$ cat config.mk
export PLATFORM = sky130hd
export DESIGN_NAME = aos_strm_arb
export DESIGN_NICKNAME = d
export VERILOG_FILES = /design/src/rtl/aos_arb_pkg.sv /design/src/rtl/aos_tag_fifo.sv /design/src/rtl/aos_strm_arb.sv
export SDC_FILE = /design/constraint.sdc
export NUM_CORES = 1
export LEC_CHECK = 0
export ABC_CLOCK_PERIOD_IN_PS = 8750
export CORE_UTILIZATION = 46
export DETAILED_ROUTE_END_ITERATION = 10
export MAX_ROUTING_LAYER = met4
export PLACE_DENSITY = 0.9
export SLEW_MARGIN = 10
export SYNTH_ARGS = -nofsm -noshare
export SYNTH_HDL_FRONTEND = slang
export SYNTH_HIERARCHICAL = 1
export SYNTH_SLANG_ARGS = --single-unit
export TNS_END_PERCENT = 50
$ cat constraint.sdc
create_clock -name clk -period 8.75 [get_ports clk]
set_clock_uncertainty 0.05 [all_clocks]
set_input_delay 1.75 -clock clk [delete_from_list [all_inputs] [get_ports clk]]
set_output_delay 1.75 -clock clk [all_outputs]
set_load 0.05 [all_outputs]
$ cat src/rtl/aos_arb_pkg.sv
`default_nettype none
// ============================================================================
// Module   : aos_arb_pkg
// Brief    : Shared types and constants for the AOS stream arbiter.
// Revision : 1.0 - initial release
// ============================================================================
package aos_arb_pkg;

  localparam int FRAME_W_BITS = 9;
  localparam int CNT_W        = 16;

  typedef enum logic [0:0] {
    IDLE = 1'b0,
    XFER = 1'b1
  } state_t;

  typedef logic owner_t;

  // A programmed width of zero still moves one beat per frame.
  function automatic logic [FRAME_W_BITS-1:0] norm_width(input logic [FRAME_W_BITS-1:0] w);
    return (w == '0) ? FRAME_W_BITS'(1) : w;
  endfunction

endpackage
`default_nettype wire

$ cat src/rtl/aos_tag_fifo.sv
`default_nettype none
// ============================================================================
// Module   : aos_tag_fifo
// Brief    : Owner-tag FIFO tracking frames in flight, wrap-bit pointers.
// Revision : 1.0 - initial release
// ============================================================================
module aos_tag_fifo
  import aos_arb_pkg::*;
#(
  parameter int DEPTH = 4
) (
  input  logic   clk,
  input  logic   rst,
  input  logic   push_i,
  input  logic   pop_i,
  input  owner_t din_i,
  output logic   full_o,
  output logic   empty_o,
  output owner_t head_o
);

  localparam int AW = $clog2(DEPTH);

  logic [AW:0] r_wptr;
  logic [AW:0] r_rptr;
  owner_t      r_mem [DEPTH];

  assign empty_o = (r_wptr == r_rptr);
  assign full_o  = (r_wptr[AW] != r_rptr[AW]) && (r_wptr[AW-1:0] == r_rptr[AW-1:0]);
  assign head_o  = r_mem[r_rptr[AW-1:0]];

  always_ff @(posedge clk or negedge rst) begin
    if (!rst) begin
      r_wptr <= '0;
      r_rptr <= '0;
      for (int i = 0; i < DEPTH; i++) r_mem[i] <= 1'b0;
    end else begin
      if (push_i && !full_o) begin
        r_mem[r_wptr[AW-1:0]] <= din_i;
        r_wptr                <= r_wptr + (AW+1)'(1);
      end
      if (pop_i && !empty_o) begin
        r_rptr <= r_rptr + (AW+1)'(1);
      end
    end
  end

endmodule
`default_nettype wire

$ cat src/rtl/aos_strm_arb.sv
`default_nettype none
// ============================================================================
// Module   : aos_strm_arb
// Brief    : Two-requester round-robin frame arbiter into the AOS datapath,
//            with tag-routed return of results. Optional frame counters are
//            built when AOS_ARB_STATS_EN is defined.
// Revision : 1.0 - initial release
// ============================================================================
module aos_strm_arb
  import aos_arb_pkg::*;
#(
  parameter int DATA_W    = 8,
  parameter int TAG_DEPTH = 4
) (
  input  logic                    clk,
  input  logic                    rst,
  input  logic [FRAME_W_BITS-1:0] frame_width_i,
  input  logic [DATA_W-1:0]       s0_data_i,
  input  logic                    s0_valid_i,
  output logic                    s0_ready_o,
  input  logic [DATA_W-1:0]       s1_data_i,
  input  logic                    s1_valid_i,
  output logic                    s1_ready_o,
  output logic [DATA_W-1:0]       m_data_o,
  output logic                    m_valid_o,
  input  logic                    m_ready_i,
  output logic                    m_last_o,
  input  logic [DATA_W-1:0]       r_data_i,
  input  logic                    r_valid_i,
  input  logic                    r_last_i,
  output logic                    r_ready_o,
  output logic [DATA_W-1:0]       d0_data_o,
  output logic                    d0_valid_o,
  output logic                    d0_last_o,
  input  logic                    d0_ready_i,
  output logic [DATA_W-1:0]       d1_data_o,
  output logic                    d1_valid_o,
  output logic                    d1_last_o,
  input  logic                    d1_ready_i,
  output logic                    busy_o,
  output logic                    owner_o,
  output logic [CNT_W-1:0]        frame_cnt0_o,
  output logic [CNT_W-1:0]        frame_cnt1_o
);

  state_t                  r_state;
  owner_t                  r_owner;
  owner_t                  r_last_owner;
  logic [FRAME_W_BITS-1:0] r_width;
  logic [FRAME_W_BITS-1:0] r_beat;

  logic   w_xfer, w_m_hs, w_push, w_pop, w_full, w_empty;
  owner_t w_grant, w_head;

  assign w_xfer     = (r_state == XFER);
  assign busy_o     = w_xfer;
  assign owner_o    = r_owner;
  assign m_data_o   = r_owner ? s1_data_i : s0_data_i;
  assign m_valid_o  = w_xfer && (r_owner ? s1_valid_i : s0_valid_i);
  assign m_last_o   = w_xfer && (r_beat == r_width - FRAME_W_BITS'(1));
  assign s0_ready_o = w_xfer && (r_owner == 1'b0) && m_ready_i;
  assign s1_ready_o = w_xfer && (r_owner == 1'b1) && m_ready_i;
  assign w_m_hs     = m_valid_o && m_ready_i;
  assign w_push     = w_m_hs && m_last_o;

  // On a tie the requester that did not own the previous frame wins.
  assign w_grant = (s0_valid_i && s1_valid_i) ? ~r_last_owner : s1_valid_i;

  always_ff @(posedge clk or negedge rst) begin
    if (!rst) begin
      r_state      <= IDLE;
      r_owner      <= 1'b0;
      r_last_owner <= 1'b1;
      r_width      <= FRAME_W_BITS'(1);
      r_beat       <= '0;
    end else begin
      case (r_state)
        IDLE: begin
          if ((s0_valid_i || s1_valid_i) && !w_full) begin
            r_state <= XFER;
            r_owner <= w_grant;
            r_width <= norm_width(frame_width_i);
            r_beat  <= '0;
          end
        end
        XFER: begin
          if (w_m_hs) begin
            if (m_last_o) begin
              r_state      <= IDLE;
              r_last_owner <= r_owner;
            end else begin
              r_beat <= r_beat + FRAME_W_BITS'(1);
            end
          end
        end
        default: r_state <= IDLE;
      endcase
    end
  end

  aos_tag_fifo #(
    .DEPTH (TAG_DEPTH)
  ) u_tag_fifo (
    .clk     (clk),
    .rst     (rst),
    .push_i  (w_push),
    .pop_i   (w_pop),
    .din_i   (r_owner),
    .full_o  (w_full),
    .empty_o (w_empty),
    .head_o  (w_head)
  );

  // Results return in frame order, so the FIFO head names their destination.
  assign r_ready_o  = !w_empty && (w_head ? d1_ready_i : d0_ready_i);
  assign d0_data_o  = r_data_i;
  assign d1_data_o  = r_data_i;
  assign d0_valid_o = !w_empty && (w_head == 1'b0) && r_valid_i;
  assign d1_valid_o = !w_empty && (w_head == 1'b1) && r_valid_i;
  assign d0_last_o  = !w_empty && (w_head == 1'b0) && r_last_i;
  assign d1_last_o  = !w_empty && (w_head == 1'b1) && r_last_i;
  assign w_pop      = r_valid_i && r_ready_o && r_last_i;

`ifdef AOS_ARB_STATS_EN
  logic [CNT_W-1:0] r_cnt0;
  logic [CNT_W-1:0] r_cnt1;

  always_ff @(posedge clk or negedge rst) begin
    if (!rst) begin
      r_cnt0 <= '0;
      r_cnt1 <= '0;
    end else if (w_push) begin
      if (r_owner) r_cnt1 <= r_cnt1 + CNT_W'(1);
      else         r_cnt0 <= r_cnt0 + CNT_W'(1);
    end
  end

  assign frame_cnt0_o = r_cnt0;
  assign frame_cnt1_o = r_cnt1;
`else
  assign frame_cnt0_o = '0;
  assign frame_cnt1_o = '0;
`endif

endmodule
`default_nettype wire

==> results of run 1 <==
synthesized netlist by cell type (all sizes together) (3+ instances only):
master | instances | area [µm²]
nor3 | 3 | 15.01
nor2 | 7 | 26.28
o21ai | 4 | 20.02
xnor2 | 12 | 120.1
clkbuf | 4 | 15.01
and3 | 3 | 20.02
nor4 | 4 | 46.29
nand2 | 37 | 146.4
a31oi | 6 | 43.79
buf | 56 | 407.9
nand4 | 3 | 18.77
a21oi | 6 | 30.03
mux2i | 5 | 50.05
mux2 | 16 | 183.9
o31ai | 3 | 22.52
ha | 7 | 87.58
a21o | 3 | 25.03
nand3 | 5 | 25.02
o211ai | 5 | 37.54
dfrtp | 29 | 725.7
inv | 8 | 30.03
o41ai | 4 | 35.03
xor2 | 7 | 68.82
power groups by stage:
stage	combinational, mW	clock (mW)	sequential, mW
final	0.491	0.108	0.284
after floorplan	0.425	0	0.259
after global routing	0.525	0.118	0.296
after detailed placement	0.489	0	0.286
after CTS	0.492	0.110	0.284
after global placement	0.471	0	0.282
per-stage QoR:
stage	instances	util, %	area [µm²]
finish	372	56.32	2932
global route	372	56.32	2932
CTS	372	56.32	2932
detailed placement	364	54.76	2850
global placement	364	54.76	2850
floorplan	300	-	2650
state kept, by name, summed over array words and instances (netlist names):
name,count
u_tag_fifo/r_mem,4
owner_o,1
u_tag_fifo/r_rptr,3
u_tag_fifo/r_wptr,3
r_beat,9
r_width,9
r_last_owner,1
busy_o,1
metal layers:
layer	track usage, %	vias to the layer above	wire [µm]	part of all wire, %
met2	32.70	67	2624	52
met4	6.923	0	86	1.7
met5	-	-	0	0
met1	21.27	944	2120	42
met3	3.713	12	217	4.3
li1	-	926	-	-
worst min path at each step:
stage,startpoint,end,slack (ps),cells after the start
after floorplan,u_tag_fifo/r_mem[2],u_tag_fifo/r_mem[2],400,1
after global placement,u_tag_fifo/r_mem[3],u_tag_fifo/r_mem[3],410,1
after detailed placement,u_tag_fifo/r_mem[1],u_tag_fifo/r_mem[1],430,1
after CTS,u_tag_fifo/r_mem[1],u_tag_fifo/r_mem[1],450,1
after global routing,u_tag_fifo/r_mem[0],u_tag_fifo/r_mem[0],480,1
final,u_tag_fifo/r_mem[3],u_tag_fifo/r_mem[3],440,1
worst reg2reg max path, delay by kind of cell (launching register included):
family | cells | cell delay (ps)
AO/OA/AOI/OAI | 5 | 1390
XOR/XNOR | 1 | 140
adder cells (fa/ha/maj) | 1 | 320
buffers and inverters | 2 | 300
flip-flops | 1 | 590
multiplexers | 1 | 350
AND/OR/NAND/NOR | 2 | 220
cell type report:
class | count | area [µm²]
Sequential cell | 31 | 778.2
Fill cell | 460 | 2273
Multi-Input combinational cell | 201 | 1419
Timing Repair Buffer | 54 | 535.5
Inverter | 8 | 30.03
Tap cell | 70 | 87.58
Clock buffer | 7 | 76.32
Clock inverter | 1 | 5.005
cell families (layout without fill, tap and decap cells):
group,Yosys count,after routing,synth area share [%]
other,1,32,0.1480
AND/OR/NAND/NOR,80,80,17.43
XOR/XNOR,19,19,7.457
flip-flops,31,31,30.72
adder cells (fa/ha/maj),7,7,3.457
buffers and inverters,68,70,17.88
multiplexers,22,22,10.27
AO/OA/AOI/OAI,41,41,12.64
==> flow_metrics.py, run 1 <==
metrics = {
    "outcome": {
        "status": "finished, final reports clean",
    },
    "power_and_ir_drop": {
        "powerDensity_nw_per_um2": 301.1,
        "netSwitchingFraction_pct": 49.70,
        "p_total_mw": 0.8826,
        "p_seq_share_pct": 32.1,
        "combPwrFrac_pct": 55.6,
        "max-vdd-ir-drop_uv": 165.8,
        "leakage_nw": 1.264,
        "p_sw_mw": 0.4387,
        "p_int_mw": 0.4439,
        "clockPowerShare_pct": 12.3,
    },
    "worst_setup_path": {
        "cp.depth": 8,
        "crit_type": "flop to primary output",
        "r2r_start": "r_width[0]",
        "critPathSlowestCell": "clkdlybuf4s50_1",
        "worstPathMaxFanout": 15,
        "crit_path_end_kind": "primary output",
        "path_cells": "inv_1 -> ha_1 -> xor2_1 -> o211ai_1 -> a211oi_1 -> o2111ai_2 -> a221oi_4 -> clkdlybuf4s50_1",
        "slowest_delay_ps": 940,
        "critPathCapture": "m_last_o",
        "setup.worst_path.start": "r_width[0]",
        "arrival_ps": 3550,
        "critPathRequiredTime_ps": 6950,
        "critPathLaunchType": "flop",
        "r2r.worst_path.cells": 12,
        "rr_endpoint": "u_tag_fifo/r_mem[0]",
        "r2r_slack_ps": 5280,
        "crit_buf_inv": 2,
        "path_delay_family": "compound AO/OA/AOI/OAI gates",
    },
    "timing": {
        "hold-worst-slack_ps": 442.2,
        "timing.fmax_mhz": 186.8,
        "worst_pin_slew_ps": 693.1,
        "slew_violations": 0,
        "min_period_ps": 5353,
        "rsz0062_at_grt": "no",
        "setup_violations": 0,
        "fin_ws_ps": 3397,
        "slew_headroom_pct": 53.80,
        "fin_crit_sh_pct": 61.18,
        "setup-tns-final_ps": 0,
        "hold_viol_final": 0,
    },
    "job": {
        "cap_violations": 0,
    },
    "cts": {
        "clk_pin_slew_worst_paths_ps": 70,
        "cts_htree_levels": 2,
        "postCtsSetupBuffers": 0,
        "cts.sinks": 31,
        "root_buffer": "clkbuf_8",
        "cts_tree": "built",
        "hold_buffers": 0,
        "cts_made_buffers": 5,
        "cts_resized": 0,
        "clock_path_buffers": 2,
        "clk_latency_ps": 290,
    },
    "routing": {
        "routed_wire_length_per_instance_um": 13.57,
        "drc_errors": 0,
        "num_vias": 1949,
        "firstDrtPassIters": 6,
        "antenna_left": 0,
        "via_per_inst": 5.239,
        "wl_um": 5048,
        "drtIter0Drc": 53,
    },
    "global_route": {
        "grt_pass1_wl_um": 8549,
        "grt_antenna_before_repair": 0,
        "grt_pass1_vias": 1891,
        "grt-ovfl-total": 0,
        "grt.total_usage_pct": 18.78,
        "grt_max_degree": 32,
    },
    "placed_design": {
        "dp.final_hpwl_um": 3806,
        "io_buffers": 52,
        "dp_slack_ps": 3539,
        "place.gp.congestion": 0.8350,
    },
    "die": {
        "die_height_um": 76.22,
        "fp.dieW_um": 76.22,
        "core_um2": 5205,
        "initial_utilization_pct": 48.68,
        "num_io_pins": 109,
        "rows": 26,
        "die-area_um2": 5809,
    },
    "min_path": {
        "hp-class": "flop to flop",
    },
    "logic_synthesis": {
        "syn-cell-area_um2": 2534,
        "yosys_warnings": 6,
        "ys_types": 59,
        "synth_enable_flop_cells": 0,
        "postSynth.asyncResetShare_pct": 100.0,
        "ys.flop_type": "dfrtp_1",
        "syn_avg_cell_area_um2": 9.419,
        "postSynthCellCount": 269,
        "ys_seq_area_share_pct": 30.72,
        "postSynthRegisterBits": 31,
    },
    "final_layout": {
        "n_antenna_cell": 0,
        "synthToLayoutAreaGrowth_pct": 15.70,
        "nets": 350,
        "drive_gt1_share_pct": 11.92,
        "final_common_cell": "clkdlybuf4s50_1",
        "layout_common_cells": "52 x clkdlybuf4s50_1, 36 x nand2_1, 32 x conb_1",
    },
}
Power figures use the tool's default switching activity.
==> run 2: changes to the inputs <==
ABC_CLOCK_PERIOD_IN_PS = 5330   (was 8750)
CORE_UTILIZATION = 43   (was 46)
PLACE_DENSITY = 0.85   (was 0.9)
clock period = 5.33 ns   (was 8.75 ns; I/O delays follow)
==> run 2 against run 1 <==
Compared with the run above: cell count rose by 0.81%; die area rose by 6.8%; critical path type unchanged; register-to-register slack got worse by 3100 ps; non-clock buffer count rose by 1; sequential share of layout area shrank 0.090 points; first-iteration DRC count increased to 2.7 times the previous value.
==> flow_metrics.py, run 2 (synthesis gave the netlist of run 1 again) <==
metrics = {
    "outcome": {
        "status": "finished, final reports clean",
    },
    "min_path": {
        "whs_path_depth": 1,
        "hp-class": "flop to flop",
    },
    "routing": {
        "drtIter0Drc": 141,
        "firstDrtPassIters": 4,
        "antenna_left": 0,
        "num_vias": 1953,
        "drc_errors": 0,
        "routed_wire_length_per_instance_um": 13.33,
        "wl_um": 4997,
        "via_per_inst": 5.208,
    },
    "power_and_ir_drop": {
        "combPwrFrac_pct": 55.3,
        "powerDensity_nw_per_um2": 487.6,
        "leakage_nw": 1.269,
        "max-vdd-ir-drop_uv": 283.8,
        "p_int_mw": 0.7276,
        "p_sw_mw": 0.7067,
        "netSwitchingFraction_pct": 49.27,
        "clockPowerShare_pct": 12.1,
        "p_seq_share_pct": 32.6,
    },
    "final_layout": {
        "top_regs": "r_beat x9, r_width x9, u_tag_fifo/r_mem x4",
        "synthToLayoutAreaGrowth_pct": 16.10,
        "drive_gt1_share_pct": 12.21,
        "final_common_cell": "clkdlybuf4s50_1",
        "layout_common_cells": "52 x clkdlybuf4s50_1, 36 x nand2_1, 32 x conb_1",
        "nets": 351,
        "fin_area_um2": 2942,
        "n_antenna_cell": 0,
    },
    "worst_setup_path": {
        "worstPathMaxFanout": 15,
        "critPathLaunchType": "flop",
        "r2r.worst_path.cells": 13,
        "crit_type": "flop to primary output",
        "arrival_ps": 3180,
        "crit_path_end_kind": "primary output",
        "critPathRequiredTime_ps": 4210,
    },
    "global_route": {
        "grt_pass1_vias": 1896,
        "grt_pass1_wl_um": 8694,
        "grt_max_degree": 32,
        "grt_antenna_before_repair": 0,
        "grt.total_usage_pct": 18.37,
        "grt-ovfl-total": 0,
    },
    "timing": {
        "setup_violations": 0,
        "timing.fmax_mhz": 232.9,
        "worst_pin_slew_ps": 625.5,
        "hold_viol_final": 0,
        "slew_violations": 0,
        "hold-worst-slack_ps": 441.7,
        "fin_ws_ps": 1037,
        "rsz0062_at_grt": "no",
        "fin_crit_sh_pct": 80.54,
        "setup-tns-final_ps": 0,
        "slew_headroom_pct": 58.30,
        "min_period_ps": 4293,
    },
    "job": {
        "cap_violations": 0,
    },
    "placed_design": {
        "dp.final_hpwl_um": 3788,
        "dpl_cell_area_um2": 2860,
        "io_buffers": 52,
        "dp_slack_ps": 1344,
        "place.gp.congestion": 0.8413,
    },
    "die": {
        "rows": 27,
        "initial_utilization_pct": 45.18,
        "fp.dieW_um": 78.76,
        "num_io_pins": 109,
        "core_um2": 5608,
        "die_height_um": 78.76,
        "die-area_um2": 6203,
    },
    "cts": {
        "cts_made_buffers": 5,
        "cts.sinks": 31,
        "cts_htree_levels": 2,
        "clk_pin_slew_worst_paths_ps": 70,
        "root_buffer": "clkbuf_8",
        "clock_path_buffers": 2,
        "cts_resized": 0,
        "cts_tree": "built",
        "hold_buffers": 0,
        "clk_latency_ps": 280,
        "postCtsSetupBuffers": 0,
    },
}
run 2: cell types whose count changed in the layout (fill, tap and decap cells not counted):
| cell | change |
|---|---|
| buf_4 | +1 |
| o21ai_0 | -1 |
| o21ai_1 | +1 |
run 2: metal layers:
layer / routed length (µm) / vias to the layer above / track usage, %
met4: 39 / 0 / 6.481
li1: - / 929 / -
met1: 2192 / 938 / 22.13
met5: 0 / - / -
met3: 323 / 4 / 4.368
met2: 2441 / 82 / 30.00
run 2: power by group through the flow:
stage          logic [mW]  clock network, mW  registers (mW)
3_3_place_gp        0.778                  0           0.463
4_1_cts             0.797              0.179           0.468
2_1_floorplan       0.698                  0           0.425
3_5_place_dp        0.795                  0           0.470
5_1_grt             0.871              0.189           0.485
6_report            0.793              0.174           0.467
run 2: final timing paths:
kind / startpoint / endpoint / slack (ps)
max: r_width[0] / m_last_o / 1040
min: u_tag_fifo/r_mem[0] / u_tag_fifo/r_mem[0] / 440
max reg2reg: r_width[0] / u_tag_fifo/r_mem[0] / 2170
min reg2reg: u_tag_fifo/r_mem[0] / u_tag_fifo/r_mem[0] / 440
max in group asynchronous: rst / r_last_owner / 3770
min in group asynchronous: rst / r_width[3] / 1130
run 2: worst max-delay path, cell delays in order, from the launching register on:
cell and delay (ps):
dfstp_2 580, inv_1 70, ha_1 300, xor2_1 130
o211ai_1 90, a211oi_1 260, o2111ai_2 180, a221oi_4 190
buf_4 240, clkdlybuf4s50_1 830
run 2: cell type report:
cell class                      count  area [µm²]
Multi-Input combinational cell    201        1419
Clock buffer                        7       76.32
Clock inverter                      1       5.005
Sequential cell                    31       778.2
Timing Repair Buffer               55       543.0
Inverter                            8       30.03
Fill cell                         510        2666
Tap cell                           72       90.09
run 2: metrics by stage:
stage / utilization, % / total power [mW] / cells
6_report: 52.45 / 1.434 / 375
5_1_grt: 52.45 / 1.546 / 375
3_5_place_dp: 51.00 / 1.265 / 367
2_1_floorplan: - / 1.122 / 300
4_1_cts: 52.45 / 1.444 / 375
3_3_place_gp: 51.00 / 1.241 / 367
